**src/rtl/forward_hazard_unit.sv**
```systemverilog
// Forwarding and load-use hazard unit sitting at the ID stage of the MIPS pipeline.
// Tracks the destination of every in-flight instruction and picks, per operand,
// the youngest stage able to supply a value, stalling ID when that producer is
// a load whose data is not yet available.
module forward_hazard_unit #(
    parameter int DEPTH            = 3,
    parameter int SEL_W            = 2,
    parameter int LOAD_READY_STAGE = 2,
    parameter int CNT_W            = 16
) (
    input  logic             CLOCK,
    input  logic             RESET,
    input  logic [31:0]      Instruction_IN,
    input  logic             Valid_IN,
    input  logic             Flush_IN,
    output logic             Stall_OUT,
    output logic [SEL_W-1:0] ForwardA_OUT,
    output logic [SEL_W-1:0] ForwardB_OUT,
    output logic [CNT_W-1:0] StallCount_OUT
);

    logic [5:0] opcode;
    logic [4:0] rs;
    logic [4:0] rt;
    logic [4:0] rd;
    logic [5:0] funct;
    logic       unused_shamt;

    assign opcode       = Instruction_IN[31:26];
    assign rs           = Instruction_IN[25:21];
    assign rt           = Instruction_IN[20:16];
    assign rd           = Instruction_IN[15:11];
    assign funct        = Instruction_IN[5:0];
    assign unused_shamt = ^Instruction_IN[10:6];

    logic [4:0] id_dest;
    logic       id_we;
    logic       id_load;
    logic       use_rs;
    logic       use_rt;

    // Decode destination, write-enable, load flag and operand usage of the ID instruction
    always_comb begin
        id_dest = 5'd0;
        id_we   = 1'b0;
        id_load = 1'b0;
        use_rs  = 1'b1;
        use_rt  = 1'b0;
        case (opcode) inside
            6'h00: begin
                id_dest = rd;
                id_we   = (funct != 6'h08);
                use_rt  = 1'b1;
            end
            [6'h08:6'h0F]: begin
                id_dest = rt;
                id_we   = 1'b1;
            end
            [6'h20:6'h25]: begin
                id_dest = rt;
                id_we   = 1'b1;
                id_load = 1'b1;
            end
            [6'h28:6'h2B], 6'h04, 6'h05: begin
                use_rt = 1'b1;
            end
            6'h03: begin
                id_dest = 5'd31;
                id_we   = 1'b1;
                use_rs  = 1'b0;
            end
            6'h02: begin
                use_rs = 1'b0;
            end
            default: begin
                use_rs = 1'b1;
            end
        endcase
        if (id_dest == 5'd0) begin
            id_we = 1'b0;
        end
    end

    logic [DEPTH:1] st_valid;
    logic [DEPTH:1] st_we;
    logic [DEPTH:1] st_load;
    logic [4:0]     st_dest [1:DEPTH];
    logic           enter_id;

    // A stalled or flushed instruction must not appear downstream; a bubble goes in instead
    assign enter_id = Valid_IN & ~Flush_IN & ~Stall_OUT;

    // Stage shift register: every entry advances one stage per cycle, the oldest retires
    always_ff @(posedge CLOCK) begin
        if (RESET) begin
            st_valid <= '0;
            st_we    <= '0;
            st_load  <= '0;
            for (int k = 1; k <= DEPTH; k++) begin
                st_dest[k] <= 5'd0;
            end
        end else begin
            for (int k = DEPTH; k >= 2; k--) begin
                st_valid[k] <= st_valid[k-1];
                st_we[k]    <= st_we[k-1];
                st_load[k]  <= st_load[k-1];
                st_dest[k]  <= st_dest[k-1];
            end
            st_valid[1] <= enter_id;
            st_we[1]    <= enter_id & id_we;
            st_load[1]  <= enter_id & id_load;
            st_dest[1]  <= enter_id ? id_dest : 5'd0;
        end
    end

    logic [SEL_W-1:0] sel_a;
    logic [SEL_W-1:0] sel_b;
    logic             early_load_a;
    logic             early_load_b;

    // Youngest-match search: scanning oldest to youngest lets the youngest overwrite
    always_comb begin
        sel_a        = '0;
        sel_b        = '0;
        early_load_a = 1'b0;
        early_load_b = 1'b0;
        for (int k = DEPTH; k >= 1; k--) begin
            if (st_valid[k] && st_we[k] && use_rs && (rs != 5'd0) && (st_dest[k] == rs)) begin
                sel_a        = SEL_W'(k);
                early_load_a = st_load[k] && (k < LOAD_READY_STAGE);
            end
            if (st_valid[k] && st_we[k] && use_rt && (rt != 5'd0) && (st_dest[k] == rt)) begin
                sel_b        = SEL_W'(k);
                early_load_b = st_load[k] && (k < LOAD_READY_STAGE);
            end
        end
    end

    assign ForwardA_OUT = Valid_IN ? sel_a : '0;
    assign ForwardB_OUT = Valid_IN ? sel_b : '0;
    assign Stall_OUT    = Valid_IN & ~Flush_IN & (early_load_a | early_load_b);

    // Saturating count of cycles spent stalled
    always_ff @(posedge CLOCK) begin
        if (RESET) begin
            StallCount_OUT <= '0;
        end else if (Stall_OUT && (StallCount_OUT != {CNT_W{1'b1}})) begin
            StallCount_OUT <= StallCount_OUT + 1'b1;
        end
    end

endmodule

```
**config.mk**
```make
export PLATFORM = sky130hd
export DESIGN_NAME = forward_hazard_unit
export DESIGN_NICKNAME = d
export VERILOG_FILES = /design/src/rtl/forward_hazard_unit.sv
export SDC_FILE = /design/constraint.sdc
export NUM_CORES = 1
export LEC_CHECK = 0
export CAP_MARGIN = 10
export CORE_MARGIN = 2
export CORE_UTILIZATION = 48
export CTS_CLUSTER_SIZE = 30
export DETAILED_ROUTE_END_ITERATION = 10
export HOLD_SLACK_MARGIN = 0.12
export PLACE_DENSITY_LB_ADDON = 0.15
export SLEW_MARGIN = 20
export SYNTH_ARGS = -nofsm -noshare
export SYNTH_HDL_FRONTEND = slang
export SYNTH_SLANG_ARGS = --single-unit
```
**constraint.sdc**
```tcl
create_clock -name CLOCK -period 3.85 [get_ports CLOCK]
set_input_delay 1.155 -clock CLOCK [delete_from_list [all_inputs] [get_ports CLOCK]]
set_output_delay 1.155 -clock CLOCK [all_outputs]
set_load 0.02 [all_outputs]
```
**Word-level counts from Yosys, hierarchy flattened**

Memories as Yosys holds them, arrays and structs flattened.
Index checks and enable logic that the tools add are counted.

- Register bits: 23
- RAM bits: 15
- Input port bits: 36
- Output and inout bits: 21
- Logic and storage cells: 106
- Memories kept: 1

Memory list:

| memory | words | bits a word | read ports | clocked after memory_dff | write ports | line | RTL |
|---|---|---|---|---|---|---|---|
| st_dest | 3 | 5 | 3 | 0 | 3 | 87 | `logic [4:0] st_dest [1:DEPTH];` |

- $add $sub $neg: 1
- Order comparisons: 6
- Equality and inequality tests: 12
- Multiplexer cells: 41
- Bitwise gates (word level): 11
- Reductions and logical operators: 30

Operators with widths:

| operator | number |
|---|---|
| two-way mux 5 bit | 9 |
| equality test 5 bit | 6 |
| logical AND 1 bit | 25 |
| two-way mux 1 bit | 24 |
| adder 16 x 1 -> 16 bit (second input constant) | 1 |
| two-way mux 2 bit | 8 |
| != test 16 bit (second input constant) | 1 |
| equality test 6 x 2 -> 1 bit (second input constant) | 2 |
| equality test 6 x 3 -> 1 bit (second input constant) | 2 |
| greater-or-equal comparator 6 bit (second input constant) | 2 |
| less-or-equal comparator 6 bit (second input constant) | 2 |
| nonzero test 5 bit | 2 |
| greater-or-equal comparator 6 x 4 -> 1 bit (second input constant) | 1 |
| less-or-equal comparator 6 x 4 -> 1 bit (second input constant) | 1 |
| logical NOT 6 bit | 1 |
| != test 6 x 4 -> 1 bit (second input constant) | 1 |
| AND 1 bit | 5 |
| logical NOT 5 bit | 1 |
| bitwise OR 1 bit | 4 |
| OR reduction 3 bit | 1 |
| NOT 1 bit | 2 |

**Logic depth before layout (Yosys ltp)**

- Word-level depth: 17
- Mapped depth: 8

**Worst setup path before layout**

Ideal clock, no wire load.

- Path kind: input to output
- From: in Instruction_IN[17]
- To: out ForwardB_OUT[1]
- Arrival time: 2.753 ns
- Slack: -0.058 ns
- Cell stages on the path: 6
- Path buffers: 1
- Cell sequence: clkbuf_1 nor3_1 and2_1 or4_1 nor2b_1 nor3_1

- Longest elaborated chain between the ends: 7
- Elaborated cells on any way between the ends: 14

RTL lines:

| item | line | RTL |
|---|---|---|
| start, declared | 13 | `input logic [31:0] Instruction_IN,` |
| nonzero test 5 bit | 132 | `if (st_valid[k] && st_we[k] && use_rt && (rt != 5'd0) && (st_dest[k] == rt)) begin` |
| logical AND 1 bit (2 in a row) | 132 |  |
| two-way mux 2 bit (2 in a row) | 132 |  |
| two-way mux 2 bit * | 132 |  |
| two-way mux 2 bit * | 140 | `assign ForwardB_OUT = Valid_IN ? sel_b : '0;` |
| end, declared | 18 | `output logic [SEL_W-1:0] ForwardB_OUT,` |

Every way passes the cells marked *; elsewhere a longest branch is shown, timed or not.

**Final worst setup path**

- From: in Instruction_IN[23]
- To: out ForwardA_OUT[1]

- Longest elaborated chain between the ends: 7
- Elaborated cells on any way between the ends: 14

RTL lines:

| item | line | RTL |
|---|---|---|
| nonzero test 5 bit | 128 | `if (st_valid[k] && st_we[k] && use_rs && (rs != 5'd0) && (st_dest[k] == rs)) begin` |
| logical AND 1 bit (2 in a row) | 128 |  |
| two-way mux 2 bit (2 in a row) | 128 |  |
| two-way mux 2 bit * | 128 |  |
| two-way mux 2 bit * | 139 | `assign ForwardA_OUT = Valid_IN ? sel_a : '0;` |
| end, declared | 17 | `output logic [SEL_W-1:0] ForwardA_OUT,` |

Marked as above.

==> out/metrics.cfg <==
[synth]
yosys.cell_types.count=41
yosysWarnings=0
syn_nets=280
ys_seq_elements=38
synth-async-reset-ratio_pct=0
syn-mean-instance-area_um2=8.77
synthesis.area_um2=2130
synth_enable_flop_cells=0
yosysSeqAreaShare_pct=35.7
postSynth.topFlopCell=sky130_fd_sc_hd__dfxtp_1
synth_cells=243

[sta]
drv_slew=0
finalSetupViolCount=0
setup_total_negative_slack_ns=0
grt_setup_unrepaired=true
min_period_over_period_pct=99.1
clock_skew_ns=0.0113
timing.final.crit_period_ns=3.82
max_slew_margin_pct=71.7
report.final.hold_viol_count=0
worst_slew_pin_tran_ns=0.423
fmax_ghz=0.262

[floorplanning]
starting_density_of_the_core_pct=49.3
io_pins=57
die_x_um=70.6
die_y_um=70.6
row_count=24
die_area_um2=4990
floorplan.core_area_um2=4320

[pwr]
comb_power_share_pct=12.0
internal_power_mw=0.716
power_per_cell_area_nw_per_um2=293
power.switching_fraction_pct=22.1
clkPwrFrac_pct=44.8
max-vdd-ir-drop_mv=0.196
static-leakage-power_nw=1.19
total_switching_power_mw=0.204
power.share.sequential_pct=43.2
report.power.total_mw=0.919

[setup_path]
cp_top_family=simple AND/OR/NAND/NOR gates
critical-path-slowest-cell=sky130_fd_sc_hd__or4_4
critPathMaxFanout=4
chain_of_cells_forming_the_critical_path=clkdlybuf4s15_1 > or4_4 > nor2_4 > nor3_2 > nand2b_1 > nor3b_2 > buf_4
setup.worst_path.end_class=primary output
worstSetupStartpointType=primary input
cp_slowest_stage_delay_ns=0.57
critPathBufInv=2
worst_ep_required_time_ns=2.69
critical_path_class=in2out
worstPathArrival_ns=2.66

[grt]
globalRouteOverflowTotal=0
overall_fraction_of_global_route_tracks_in_use_pct=21.9
antenna_found_initial=0
grt_start_max_net_pins=35
wire_length_of_the_first_global_routing_pass_mm=8.78
first_global_vias=1943

[finish]
fin_util_pct=72.7
layout-drive-gt1-share_pct=27.5
total_nets_final=363
layout-area-overhead-vs-synth_pct=47.5
number_of_antenna_diodes=0
final_area_um2=3140
final_instance_count_without_filler_cells=379

[placement]
hpwlAfterDp_mm=4.13
placed_cells=370
number_of_buffer_cells_added_on_primary_ports=51
post_place_instance_area_um2=2930
globalplace.congestion=0.885

[routing]
postRouteAntennaNets=0
firstDrtPassIters=4
route.detailed.vias_per_inst=5.32
wl_mm=5.44
drt-wirelength-per-cell_um=14.3
drt_first_iter_violations=71
route.vias.total=2018
drc=0

[run_status]
run_status=finished clean

[clock_network]
tritoncts.num_buffers=5
htree_levels=2
clock_tree_from_tritoncts=built
clk_pin_slew_worst_paths_ns=0.08
clock_latency_ns=0.30
cts_buffer_depth=2
clock_sinks=38
cts_root_buf=sky130_fd_sc_hd__clkbuf_8
hold_buffers=0

[run]
max_cap_violations=0

[worst_hold_path]
holdCritPathClass=reg2reg

==> cells in the final DEF, fill, tap and decap left out, types with 3 or more instances in the layout <==
master                            synthesis  layout
sky130_fd_sc_hd__a2111oi_2                5       5
sky130_fd_sc_hd__and3_1                   5       5
sky130_fd_sc_hd__a21oi_1                 12      11
sky130_fd_sc_hd__nor2_1                  20      19
sky130_fd_sc_hd__xnor2_2                  0       4
sky130_fd_sc_hd__clkdlybuf4s15_1          0       4
sky130_fd_sc_hd__buf_4                    2      36
sky130_fd_sc_hd__nand2b_1                 3       3
sky130_fd_sc_hd__dfxtp_1                 38      38
sky130_fd_sc_hd__dlygate4sd2_1            0       6
sky130_fd_sc_hd__nand2_1                 19      18
sky130_fd_sc_hd__nand4_1                 10      10
sky130_fd_sc_hd__nand3_1                  8       8
sky130_fd_sc_hd__clkbuf_8                 0       5
sky130_fd_sc_hd__nor4_2                   1       3
sky130_fd_sc_hd__a31oi_1                  5       5
sky130_fd_sc_hd__nor2b_1                 22      21
sky130_fd_sc_hd__xnor2_1                 27      23
sky130_fd_sc_hd__or4_4                    1       4
sky130_fd_sc_hd__clkdlybuf4s50_1          0      31
sky130_fd_sc_hd__mux2_2                   3       3
sky130_fd_sc_hd__nor3_2                   0       3
sky130_fd_sc_hd__inv_1                    7       7
sky130_fd_sc_hd__buf_2                    0       5
sky130_fd_sc_hd__xor2_1                   7       7
sky130_fd_sc_hd__buf_6                    0       3
==> layout make-up <==
cell class / instances / area, um^2
tap: 52 / 65.1
timing repair buffer: 87 / 748
multi-input combinational: 187 / 1410
clock inverter: 3 / 68.8
inverter: 7 / 26.3
fill: 351 / 1180
sequential: 38 / 761
clock buffer: 5 / 68.8
==> logic make-up (layout without fill, tap and decap cells) <==
kind of cell	Yosys count	count (layout)	synth area share (%)
fa+ha+maj	1	1	0.587
buf+inv	18	102	3.52
simple gates	111	111	29.7
mux	6	6	3.05
compound gates	35	35	13.4
xor+xnor	34	34	14.0
flops	38	38	35.7
==> state kept, by name (all words and copies together) (netlist names) <==
register	flops
st_we	3
st_dest	15
st_valid	3
st_load	1
StallCount_OUT	16
==> cell usage after synthesis, drive strengths merged, types with 5 or more instances <==
cell     number  share of area [%]
a2111oi       5                3.5
a21oi        13                3.2
a31oi         5                1.5
and3          5                1.5
clkbuf        9                1.6
dfxtp        38                 36
inv           7                1.2
nand2        19                3.3
nand3         8                1.9
nand4        11                3.9
nor2         20                3.5
nor2b        22                6.5
or4           5                1.9
xnor2        27                 11
xor2          7                2.9
==> power by group through the flow <==
stage	sequential, mW	clock, mW	combinational, mW
after floorplan	0.406	0	0.0418
after global placement	0.407	0	0.105
after detailed placement	0.407	0	0.107
after CTS	0.398	0.416	0.108
after global routing	0.398	0.429	0.118
final	0.398	0.412	0.110
==> metrics by stage <==
| stage | hold slack (ns) | setup WS (ns) |
|---|---|---|
| final | 0.465 | 0.0328 |
| after global routing | 0.485 | -0.0425 |
| after CTS | 0.465 | 0.00713 |
| after detailed placement | 0.462 | -0.753 |
| after global placement | 0.452 | -0.741 |
| after floorplan | 0.438 | 0.110 |
==> metal layers <==
metal | routed length [um] | vias to the layer above | track usage [%]
met1 | 2340 | 952 | 24.9
li1 | - | 1018 | -
met5 | 0 | - | 0
met3 | 146 | 11 | 3.70
met4 | 114 | 0 | 10.3
met2 | 2840 | 37 | 39.7
==> what timing repair did <==
item | 4_1_cts | 5_1_grt
pin swaps | 12 | 10
cloned | 0 | 0
endpoints found under the setup margin | 5 | 5
gates resized for setup | 67 | 14
buffers inserted | 2 | 0
==> worst paths after layout <==
| kind | start | endpoint | slack (ns) | cells past startpoint |
|---|---|---|---|---|
| max | Instruction_IN[23] | ForwardA_OUT[1] | 0.03 | 7 |
| min | st_we[1] | st_we[2] | 0.47 | 1 |
| max reg2reg | st_dest[0][8] | StallCount_OUT[1] | 1.45 | 8 |
| min reg2reg | st_we[1] | st_we[2] | 0.47 | 1 |
No activity file was read; power rests on OpenSTA's default activity.
